$ cat config.mk
export PLATFORM = sky130hd
export DESIGN_NAME = uart_rx_flat
export DESIGN_NICKNAME = d
export VERILOG_FILES = /design/src/rtl/uart_rx_if.sv /design/src/rtl/uart_rx.sv /design/src/flat_wrapper.sv
export SDC_FILE = /design/constraint.sdc
export NUM_CORES = 1
export LEC_CHECK = 0
export CAP_MARGIN = 20
export CORE_MARGIN = 10
export CORE_UTILIZATION = 58
export DETAILED_ROUTE_END_ITERATION = 10
export GPL_TIMING_DRIVEN = 0
export PLACE_DENSITY = 0.79
export RECOVER_POWER = 50
export SETUP_SLACK_MARGIN = 0.05
export SLEW_MARGIN = 20
export SYNTH_ARGS = -nofsm -noshare
export SYNTH_HDL_FRONTEND = slang
export SYNTH_SLANG_ARGS = --single-unit
$ cat constraint.sdc
create_clock -name CLK -period 2.8 [get_ports CLK]
set_clock_uncertainty 0.2 [all_clocks]
set_input_delay 0.42 -clock CLK [delete_from_list [all_inputs] [get_ports CLK]]
set_output_delay 0.42 -clock CLK [all_outputs]
set_load 0.05 [all_outputs]
$ cat src/rtl/uart_rx_if.sv
// Serial-side and consumer-side signal bundle for uart_rx.
// master: line driver / consumer (bench); slave: the receiver.
interface uart_rx_if #(
  parameter int DATA_WIDTH = 8
);
  logic                  RX_IN;
  logic                  PAR_EN;
  logic                  PAR_TYP;
  logic [DATA_WIDTH-1:0] P_DATA;
  logic                  DATA_VALID;
  logic                  PAR_ERR;
  logic                  STP_ERR;
  logic                  BUSY;

  modport master (
    output RX_IN,
    output PAR_EN,
    output PAR_TYP,
    input  P_DATA,
    input  DATA_VALID,
    input  PAR_ERR,
    input  STP_ERR,
    input  BUSY
  );

  modport slave (
    input  RX_IN,
    input  PAR_EN,
    input  PAR_TYP,
    output P_DATA,
    output DATA_VALID,
    output PAR_ERR,
    output STP_ERR,
    output BUSY
  );
endinterface

$ cat src/rtl/uart_rx.sv
// UART receiver: start, DATA_WIDTH bits LSB first, opt. parity, stop.
// Ports: CLK, RST (async low), bus (uart_rx_if.slave: RX_IN/PAR_*/outputs).
module uart_rx #(
  parameter int DATA_WIDTH = 8,
  parameter int PRESCALE   = 8
) (
  input  logic     CLK,
  input  logic     RST,
  uart_rx_if.slave bus
);

  localparam int EW = $clog2(PRESCALE);
  localparam int BL = $clog2(DATA_WIDTH);
  localparam int BW = (BL > 0) ? BL : 1;

  localparam logic [EW-1:0] E_SMP  = EW'(PRESCALE / 2 - 1);
  localparam logic [EW-1:0] E_LAST = EW'(PRESCALE - 1);
  localparam logic [EW-1:0] E_ONE  = EW'(1);
  localparam logic [BW-1:0] B_LAST = BW'(DATA_WIDTH - 1);
  localparam logic [BW-1:0] B_ONE  = BW'(1);

  typedef enum logic [2:0] {
    IDLE,
    START,
    DATA,
    PARITY,
    STOP
  } state_t;

  state_t state;
  state_t state_n;

  logic                  rx_m;
  logic                  rx_s;
  logic [EW-1:0]         edge_cnt;
  logic [BW-1:0]         bit_cnt;
  logic [DATA_WIDTH-1:0] shift;
  logic                  par_en_q;
  logic                  par_typ_q;
  logic                  par_bad;
  logic [DATA_WIDTH-1:0] p_data;
  logic                  data_valid;
  logic                  par_err;
  logic                  stp_err;

  logic sample;
  logic wrap;
  logic par_exp;
  logic done;
  logic frame_ok;

  always_ff @(posedge CLK or negedge RST) begin
    if (!RST) begin
      rx_m <= 1'b1;
      rx_s <= 1'b1;
    end else begin
      rx_m <= bus.RX_IN;
      rx_s <= rx_m;
    end
  end

  assign sample   = (edge_cnt == E_SMP);
  assign wrap     = (edge_cnt == E_LAST);
  assign par_exp  = (^shift) ^ par_typ_q;
  // Stop is evaluated at its sample point, not at the wrap,
  // so a following start edge is never missed.
  assign done     = (state == STOP) && sample;
  assign frame_ok = !par_bad && rx_s;

  always_ff @(posedge CLK or negedge RST) begin
    if (!RST) state <= IDLE;
    else      state <= state_n;
  end

  always_comb begin
    state_n = state;
    unique case (state)
      IDLE:
        if (!rx_s) state_n = START;
      START:
        if (sample && rx_s) state_n = IDLE;
        else if (wrap)      state_n = DATA;
      DATA:
        if (wrap && bit_cnt == B_LAST)
          state_n = par_en_q ? PARITY : STOP;
      PARITY:
        if (wrap) state_n = STOP;
      STOP:
        if (sample) state_n = IDLE;
      default:
        state_n = IDLE;
    endcase
  end

  always_ff @(posedge CLK or negedge RST) begin
    if (!RST) begin
      edge_cnt   <= '0;
      bit_cnt    <= '0;
      shift      <= '0;
      par_en_q   <= 1'b0;
      par_typ_q  <= 1'b0;
      par_bad    <= 1'b0;
      p_data     <= '0;
      data_valid <= 1'b0;
      par_err    <= 1'b0;
      stp_err    <= 1'b0;
    end else begin
      if (state == IDLE || state_n == IDLE || wrap)
        edge_cnt <= '0;
      else
        edge_cnt <= edge_cnt + E_ONE;

      if (state != DATA) bit_cnt <= '0;
      else if (wrap)     bit_cnt <= bit_cnt + B_ONE;

      if (state == DATA && sample)
        shift <= {rx_s, shift[DATA_WIDTH-1:1]};

      if (state == IDLE) begin
        par_bad <= 1'b0;
        if (!rx_s) begin
          par_en_q  <= bus.PAR_EN;
          par_typ_q <= bus.PAR_TYP;
        end
      end else if (state == PARITY && sample) begin
        par_bad <= (rx_s != par_exp);
      end

      data_valid <= done && frame_ok;
      par_err    <= done && par_bad;
      stp_err    <= done && !rx_s;
      if (done && frame_ok) p_data <= shift;
    end
  end

  assign bus.P_DATA     = p_data;
  assign bus.DATA_VALID = data_valid;
  assign bus.PAR_ERR    = par_err;
  assign bus.STP_ERR    = stp_err;
  assign bus.BUSY       = (state != IDLE);

endmodule
$ cat src/flat_wrapper.sv
// flat-port wrapper written by rule: the top's interface ports become plain ports
module uart_rx_flat 
#(
  parameter int DATA_WIDTH = 8,
  parameter int PRESCALE   = 8
)
  (CLK, RST, bus_RX_IN, bus_PAR_EN, bus_PAR_TYP, bus_P_DATA, bus_DATA_VALID, bus_PAR_ERR, bus_STP_ERR, bus_BUSY);
  uart_rx_if #(.DATA_WIDTH(DATA_WIDTH)) bus_i ();
  input  logic CLK;
  input  logic RST;
  input wire logic [$bits(bus_i.RX_IN)-1:0] bus_RX_IN;
  input wire logic [$bits(bus_i.PAR_EN)-1:0] bus_PAR_EN;
  input wire logic [$bits(bus_i.PAR_TYP)-1:0] bus_PAR_TYP;
  output wire logic [$bits(bus_i.P_DATA)-1:0] bus_P_DATA;
  output wire logic [$bits(bus_i.DATA_VALID)-1:0] bus_DATA_VALID;
  output wire logic [$bits(bus_i.PAR_ERR)-1:0] bus_PAR_ERR;
  output wire logic [$bits(bus_i.STP_ERR)-1:0] bus_STP_ERR;
  output wire logic [$bits(bus_i.BUSY)-1:0] bus_BUSY;
  assign bus_i.RX_IN = bus_RX_IN;
  assign bus_i.PAR_EN = bus_PAR_EN;
  assign bus_i.PAR_TYP = bus_PAR_TYP;
  assign bus_P_DATA = bus_i.P_DATA;
  assign bus_DATA_VALID = bus_i.DATA_VALID;
  assign bus_PAR_ERR = bus_i.PAR_ERR;
  assign bus_STP_ERR = bus_i.STP_ERR;
  assign bus_BUSY = bus_i.BUSY;
  uart_rx #(.DATA_WIDTH(DATA_WIDTH), .PRESCALE(PRESCALE)) u_core (.CLK(CLK), .RST(RST), .bus(bus_i));
endmodule
Yosys cells after proc, flatten, opt, wreduce, memory -nomap -nowiden --
Cells that the tools add are included.
Operators by class: shift operators 0, magnitude comparators 0, add/sub/neg operators 2, multiplexer cells 13, bitwise logic cells 2, reductions and logical operators 20, multiply operators 0, divide/modulo/power cells 0, equality and inequality tests 9
Operators with widths (count):
- $mux W3 | 10
- $pmux W3 S5 | 1
- $eq A3 B2 Y1 const B | 3
- $eq A3 B3 Y1 const B | 3
- $logic_and A1 B1 Y1 | 9
- $reduce_xor A8 Y1 | 1
- $add A3 B1 Y3 const B | 2
- $logic_not A3 Y1 | 2
- $reduce_bool A2 Y1 | 2
- $eq A3 B1 Y1 const B | 1
- $ne A3 B2 Y1 const B | 1
- $reduce_bool A3 Y1 | 1
- $logic_not A1 Y1 | 2
- $logic_or A1 B1 Y1 | 2
- $mux W1 | 2
- $reduce_and A2 Y1 | 1
- $ne A1 B1 Y1 | 1
- $not A1 Y1 | 1
- $xor A1 B1 Y1 | 1
Storage, ports and cells: memory bits (writable) 0, bits in latches 0, register bits after elaboration 33, memories 0, memory bits (read-only) 0

Depth between registers and ports, before layout --
Gate-level depths: netlist (run 1).
depth after elaboration 8, mapped depth 7, mapped depth without buffers 6

Worst setup path before layout (run 1) --
No wires, ideal clock.
path type register to register, start point register u_core.state[1], end point register u_core.par_en_q, path slack 0.733 ns, library setup time 0.125 ns, stages on the path, launching flop included 6, path buffers 1, data arrival time 1.742 ns, path through dfrtp_1 buf_4 nor3_1 inv_1 nor2_1 mux2_2
Between the ends: cells in the longest elaborated chain, start to end 2
RTL lines:
- start, declared | RTL line uart_rx.sv:30 | state_t state;
- start signal, assigned | RTL line uart_rx.sv:72 | else state <= state_n;
- $logic_not A3 Y1 | RTL line uart_rx.sv:119 | if (state == IDLE) begin
- $reduce_and A2 Y1 (no source line)
- end signal, assigned | RTL line uart_rx.sv:122 | par_en_q <= bus.PAR_EN;
- end, declared | RTL line uart_rx.sv:38 | logic par_en_q;
No other way between the ends. A chain may end at the register's enable or synchronous reset.

Worst setup path after layout (run 1) --
start point register u_core.state[1], end point output port bus_BUSY
Between the ends: cells in the longest elaborated chain, start to end 1
RTL lines:
- $reduce_bool A3 Y1 | RTL line uart_rx.sv:140 | assign bus.BUSY = (state != IDLE);
- end, declared | RTL line flat_wrapper.sv:18 | output wire logic [$bits(bus_i.BUSY)-1:0] bus_BUSY;
No other way between the ends.

==> results of run 1 <==
## power groups by stage
stage,clock network [mW],registers (mW),logic [mW]
2_1_floorplan,0,0.575,0.231
3_3_place_gp,0,0.582,0.279
3_5_place_dp,0,0.588,0.293
5_1_grt,0.292,0.588,0.330
4_1_cts,0.267,0.580,0.299
6_report,0.260,0.580,0.293
## what timing repair did
action / in CTS / in global routing
resized for setup: 1 / 1
endpoints found under the setup margin: 1 / 1
hold buffers: 1 / 0
hold endpoints to repair: 31 / 0
## area by class of cell
| class | count | area, sq um |
|---|---|---|
| plain buffers | 4 | 21.27 |
| repair buffers | 17 | 166.4 |
| inverters | 5 | 18.77 |
| clock buffers | 7 | 55.05 |
| well taps | 30 | 37.54 |
| flip-flops and latches | 33 | 828.3 |
| multi-input cells | 67 | 588.1 |
| fillers | 180 | 716.9 |
## metrics by stage
| stage | cells | util (%) |
|---|---|---|
| 6_report | 163 | 70.52 |
| 2_1_floorplan | 109 | - |
| 5_1_grt | 163 | 70.52 |
| 3_5_place_dp | 155 | 67.59 |
| 3_3_place_gp | 155 | 67.80 |
| 4_1_cts | 163 | 70.47 |
## kinds of logic (layout without fill, tap and decap cells)
group / after synthesis / in the layout
DFF: 33 / 33
and+or+nand+nor: 25 / 25
muxes: 20 / 20
xor gates and xnor gates: 9 / 9
buffers and inverters: 9 / 33
AOI/OAI and AO/OA: 8 / 8
adders and majority gates: 5 / 5
## placed cells by master, fill, tap and decap left out, drive strengths merged, types with 2 or more instances in the layout
| master | n |
|---|---|
| dfrtp | 31 |
| mux2i | 2 |
| ha | 5 |
| nand3 | 2 |
| nor2 | 8 |
| o21bai | 2 |
| nand2 | 3 |
| mux2 | 18 |
| buf | 3 |
| clkdlybuf4s50 | 13 |
| dlygate4sd3 | 2 |
| inv | 5 |
| dfstp | 2 |
| nor4 | 2 |
| xnor2 | 7 |
| nor3 | 3 |
| clkbuf | 9 |
| o21ai | 2 |
## sequential cells by signal, indices dropped and copies added, names as in the netlist, 3 cells and up
signal and cells:
u_core.bit_cnt 3, u_core.bus.P_DATA 8, u_core.edge_cnt 3, u_core.shift 8, u_core.state 3
## metal layers
layer | track usage (%) | up-vias | routed length, um
met5 | 0 | - | 0
met4 | 5.263 | 0 | 46
met3 | 4.944 | 6 | 142
met2 | 17.82 | 22 | 1227
met1 | 11.64 | 454 | 1014
li1 | - | 429 | -
## worst register-to-register path, stage by stage, from the launching register on
cell and delay [ps]:
dfrtp_1 360, ha_1 180, ha_1 150, clkbuf_1 360
nand3_1 120, a2bb2oi_1 180, o221a_4 260, nor4b_2 210
## final timing paths
| kind | cells after the start | slack [ps] | to |
|---|---|---|---|
| max | 4 | 540 | bus_BUSY |
| min | 0 | 170 | u_core.rx_s |
| max reg2reg | 7 | 700 | u_core.edge_cnt[1] |
| min reg2reg | 0 | 170 | u_core.rx_s |
| max in group asynchronous | 2 | 560 | u_core.bit_cnt[2] |
| min in group asynchronous | 2 | 870 | u_core.shift[3] |
==> impl_results.md, run 1 <==
- Outcome: complete, but fails checks
- Violated checks: max-capacitance violations, max-slew violations
- DR iter-0 viols: 34
- Post-Synth Simple-Gate Area: approximately 9.7%
- CP Launch Point: u_core.state[1]
- Sw Share: ~29%
- First-pass GRT wire length: 4.312 mm
- Mux contribution to synthesized area: 15.34%
- Syn Area/Cell: 13.32 sq um
- Sw power: 0.3339 mW
- Pwr Total: 1.132 mW
- DP Wirelength: between 1.5 and 2 mm
- Slew @ Worst Pin: 1682 ps
- Drt first pass iters: 4
- Drt via density: ~5.6
- Fin crit period: 2262 ps
- Final Worst Setup Slack: between 500 and 600 ps
- Die Area: a little under 5000 sq um
- CTS H-tree lvls: 2
- Worst slew margin: -12.15%
- Cell area after synthesis: 1451 sq um
- Final wirelength: between 2 and 2.5 mm
- Post-CTS Setup Inserts: 0
- CTS tree: yes
- WHS: 166.7 ps
- Post-synth top area share: 53.45%
- CP max stage delay: 370 ps
- Hold Vio Cnt, Final: 0
- Final Slew Violations: 34
- Number of global-route vias before repair: 933
- Setup_tns: 0 ps
- Number of synthesized flops with an enable pin: 0
- Largest family of logic cells by synthesized area: multiplexers
- DP Area: 1644 sq um
- Antenna diodes: 0
- Wire per inst: 14.91 um
- Number of antenna violations at the first check in global routing: 0
- Worst R2R Start: u_core.edge_cnt[0]
- Area leader, netlist: dfrtp_1
- CTS max path bufs: 2
- Ports: 17
- Largest net degree at the start of global routing: 34
- P_int: 0.7984 mW
- Ys Warns: 0
- Most common cell in the netlist: dfrtp_1
- FP Rows: 18
- Worst setup path category: reg2out
- P_leak: between 0.7 and 0.8 nW
- Synth Area in Compound Gates: under 10%
- Fin area: 1715 sq um
- Layout area overhead: 18.19%
- Yosys cell types: 31
- Logic pwr share: 25.9%
- GRT overflow: 0
- Adder and majority gate portion of the synthesized area: 4.310%
- Crit-path cells: buf_4 > nor3_2 > inv_1 > dlymetal6s2s_1
- Ys flop type: dfrtp_1
- Clock network fraction of total power: 23.0%
- Die height: ~70 um
- Hold Path Class: reg2reg
- Period utilization: slightly above 80%
- Final ANT Viol Nets: 0
- Max Freq: 442.2 MHz
- Post-Synthesis Cells: roughly 110
- Area contributors post-synth: dfrtp_1 (53%), mux2_2 (14%), ha_1 (4.3%)
- XOR/XNOR share of the synthesized area: under 10%
- GRT Resource Usage Total: between 10% and 20%
- Routability Congestion: 0.9018
- Core Footprint: about 2400 sq um
- Critical Path End Type: output pin
- Synth top cells by count: dfrtp_1 (31), mux2_2 (18), nor2_1 (7), xnor2_1 (7)
- Max cap viols: 1
- Root Driver: clkbuf_4
- Via count: 911
- Total CTS buffers: 5
- Hold Crit Start: u_core.rx_m
- Synth async-reset ratio: 100.0%
- Crit-path max FO: 9
- Top delay family on crit path: buffers and inverters
- Critical Path Source Type: register
- Final net count: 143
- Clk slew on worst S/H paths: 80 ps
- Net Count, Synth: 119
- Share of layout cells above drive strength 1: 24.81%
- Req. time, crit path: 2180 ps
- Critical-path top delay cell: dfrtp_1
- RSZ-0062 raised after global routing: no
- Clock Sinks: 33
- Die width: ~70 um
- Pre-CTS setup slack: 338.0 ps
- Residual DRC count: 0
- Power share of the sequential group: 51.2%
- Critical Path AT: 1640 ps
- Finish-stage setup viols: 0
- Initial core utilization: 59.67%
- Worst IR drop on VDD: 0.0004532 V
- #FFs+latches synth: 33
- Worst Path Buf+Inv: 3
- Sequential fraction of the synthesis area: between 50% and 60%
- Port Buffers: 16
- Worst skew pair latency: 320 ps
- Pwr per Cell Area: around 660 nW/um^2
(Power assumes the default switching activity.)
==> inputs of run 2 (changes only) <==
Settings changed: CORE_UTILIZATION 58 to 49, PLACE_DENSITY 0.79 to 0.71.
Clock period 2.8 ns to 1.8 ns, I/O delays scaled along.
==> impl_results.md, run 2 (synthesis results as in run 1) <==
- Number of antenna violations at the first check in global routing: 0 (unchanged)
- Drt via density: 5.342 (-4.4%)
- Worst skew pair latency: 330 ps (about the same)
- DP Wirelength: 1.865 mm (+1.7%)
- Antenna diodes: 0 (unchanged)
- Sw Share: 31.60% (+2.1 points)
- Routability Congestion: 0.8148 (-9.6%)
- Share of layout cells above drive strength 1: 49.67% (+25 points)
- RSZ-0062 raised after global routing: yes
- Ports: 17 (unchanged)
- Layout area overhead: 41.47%
- Final net count: 162 (+13%)
- Fin crit period: ~1900 ps
- Max Freq: 529.2 MHz
- Final Slew Violations: 0 (-100%)
- Critical-path top delay cell: dfrtp_1
- Final ANT Viol Nets: 0 (unchanged)
- Logic pwr share: 36.9% (+11 points)
- Final Worst Setup Slack: -89.52 ps (-627.9 ps)
- Number of global-route vias before repair: 1035 (+11%)
- Total CTS buffers: 5 (unchanged)
- Finish-stage setup viols: 10 (+10)
- DR iter-0 viols: 43 (+26%)
- Clock network fraction of total power: 21.4% (-1.6 points)
- CTS max path bufs: 2 (unchanged)
- Clock Sinks: 33 (unchanged)
- Period utilization: 105.0%
- Final Core Density: 73.19% (+2.7 points)
- Critical Path End Type: register
- P_leak: 0.9821 nW (+24%)
- Worst Path Buf+Inv: 2 (-1)
- Filler instances: 182 (+1.1%)
- CP max stage delay: 430 ps (+60 ps)
- Largest net degree at the start of global routing: 34 (unchanged)
- Final wirelength: 3.224 mm (+33%)
- Pwr per Cell Area: 1071 nW/um^2 (+62%)
- First-pass GRT wire length: 4.816 mm (+12%)
- Setup_tns: -721.3 ps (-721.3 ps)
- Hold Path Class: reg2reg
- Core Footprint: 2805 sq um (+15%)
- Via count: 983 (+7.9%)
- Die height: 74.43 um (+6.3%)
- Most common cell after layout, fill and taps aside: dfrtp_1
- Area of the multi-input gates: 738.2 sq um (+26%)
- Port Buffers: 16 (unchanged)
- Wire per inst: 17.52 um (+18%)
- Die Area: 5539 sq um (+13%)
- Critical Path AT: 1940 ps (+300 ps)
- Hold Vio Cnt, Final: 0 (unchanged)
- CTS tree: yes
- Register area: 830.8 sq um (+0.30%)
- Clk slew on worst S/H paths: 100 ps (+20 ps)
- Crit-path max FO: 3 (-6)
- Sw power: 0.6953 mW (+110%)
- CTS H-tree lvls: 2 (unchanged)
- Critical Path Source Type: register
- Fin area: 2053 sq um (+20%)
- GRT overflow: 0 (unchanged)
- Crit-path cells: ha_4 > ha_4 > buf_4 > buf_4 > o221a_4 > nor4b_2
- Initial core utilization: 51.74% (-7.9 points)
- Power share of the sequential group: 41.8% (-9.4 points)
- Slew @ Worst Pin: 790.7 ps (-891.6 ps)
- Outcome: complete, but fails checks
- DP Area: 1727 sq um (+5.0%)
- Residual DRC count: 0 (unchanged)
- P_int: 1.505 mW (+88%)
- GRT Resource Usage Total: 11.58% (+0.69 points)
- Violated checks: negative setup slack
- FP Rows: 19 (+1)
- Req. time, crit path: 1850 ps (-330 ps)
- Top delay family on crit path: flip-flops
- Most frequent cells in the layout: dfrtp_1 (29), buf_4 (18), mux2_2 (10), dlygate4sd2_1 (10), mux2_4 (8)
- Drt first pass iters: 4 (unchanged)
- Worst slew margin: 47.29% (+59 points)
- Worst IR drop on VDD: 0.0006065 V (+34%)
- Root Driver: clkbuf_4
- Die width: 74.43 um (+6.3%)
- Max cap viols: 0 (-1)
- Worst setup path category: reg2reg
[run 2: changes by cell type in the layout (fill, tap and decap cells not counted), moves of 5 or more]
cell | previous run | this run
buf_6 | 0 | 5
clkdlybuf4s50_1 | 13 | 2
buf_4 | 1 | 18
dlygate4sd2_1 | 0 | 10
mux2_4 | 0 | 8
mux2_2 | 18 | 10
[run 2: worst paths after layout]
check	depth (start not counted)	to	slack, ps	startpoint
worst max-delay path	6	u_core.edge_cnt[1]	-90	u_core.edge_cnt[0]
worst min-delay path	0	u_core.rx_s	160	u_core.rx_m
worst max register to register	6	u_core.edge_cnt[1]	-90	u_core.edge_cnt[0]
worst min register to register	0	u_core.rx_s	160	u_core.rx_m
max in group asynchronous	2	u_core.state[0]	510	RST
min in group asynchronous	2	u_core.edge_cnt[0]	340	RST
[run 2: metrics by stage]
stage                     hold WS, ps  setup slack, ps  std cells  total power [mW]
final                           161.7           -89.52        184             2.200
after global routing            163.7           -128.0        184             2.312
after CTS                       144.7           -106.7        179             2.091
after detailed placement        148.7           -285.1        156             1.456
after global placement          146.9           -337.9        156             1.413
after floorplan                -225.6           -22.49        109             1.321
[run 2: power groups by stage]
stage          sequential, mW  clock, mW  combinational (mW)
2_1_floorplan           0.906          0               0.415
3_5_place_dp            0.924          0               0.532
4_1_cts                 0.910      0.481               0.700
5_1_grt                 0.931      0.513               0.868
3_3_place_gp            0.918          0               0.495
6_report                0.919      0.470               0.811
[run 2: repair_timing]
item                       4_1_cts  5_1_grt
hold endpoints to repair        31        0
setup buffers                   13        7
gates cloned                     1        0
pin swaps                        5        7
gates resized for setup         33       15
hold buffers                     1        0
setup endpoints to repair       33       25
[run 2: cell type report]
| class | count | area share [%] |
|---|---|---|
| well taps | 31 | 1.889 |
| multi-input cells | 67 | 35.95 |
| repair buffers | 38 | 16.15 |
| clock inverters | 1 | 0.2438 |
| plain buffers | 2 | 1.097 |
| clock buffers | 7 | 3.169 |
| flip-flops and latches | 33 | 40.46 |
| inverters | 5 | 1.036 |
[run 2: layer usage]
layer	track usage, %	vias to the layer above	routed length [um]
li1	-	465	-
met1	13.20	487	1372
met2	18.25	25	1651
met3	5.053	6	146
met4	5.672	0	54
met5	0	-	0
[run 2: worst register-to-register path, stage by stage, from the launching register on]
cell     delay [ps]
dfrtp_1         430
ha_4            200
ha_4            170
buf_4           140
buf_4           140
o221a_4         280
nor4b_2         250
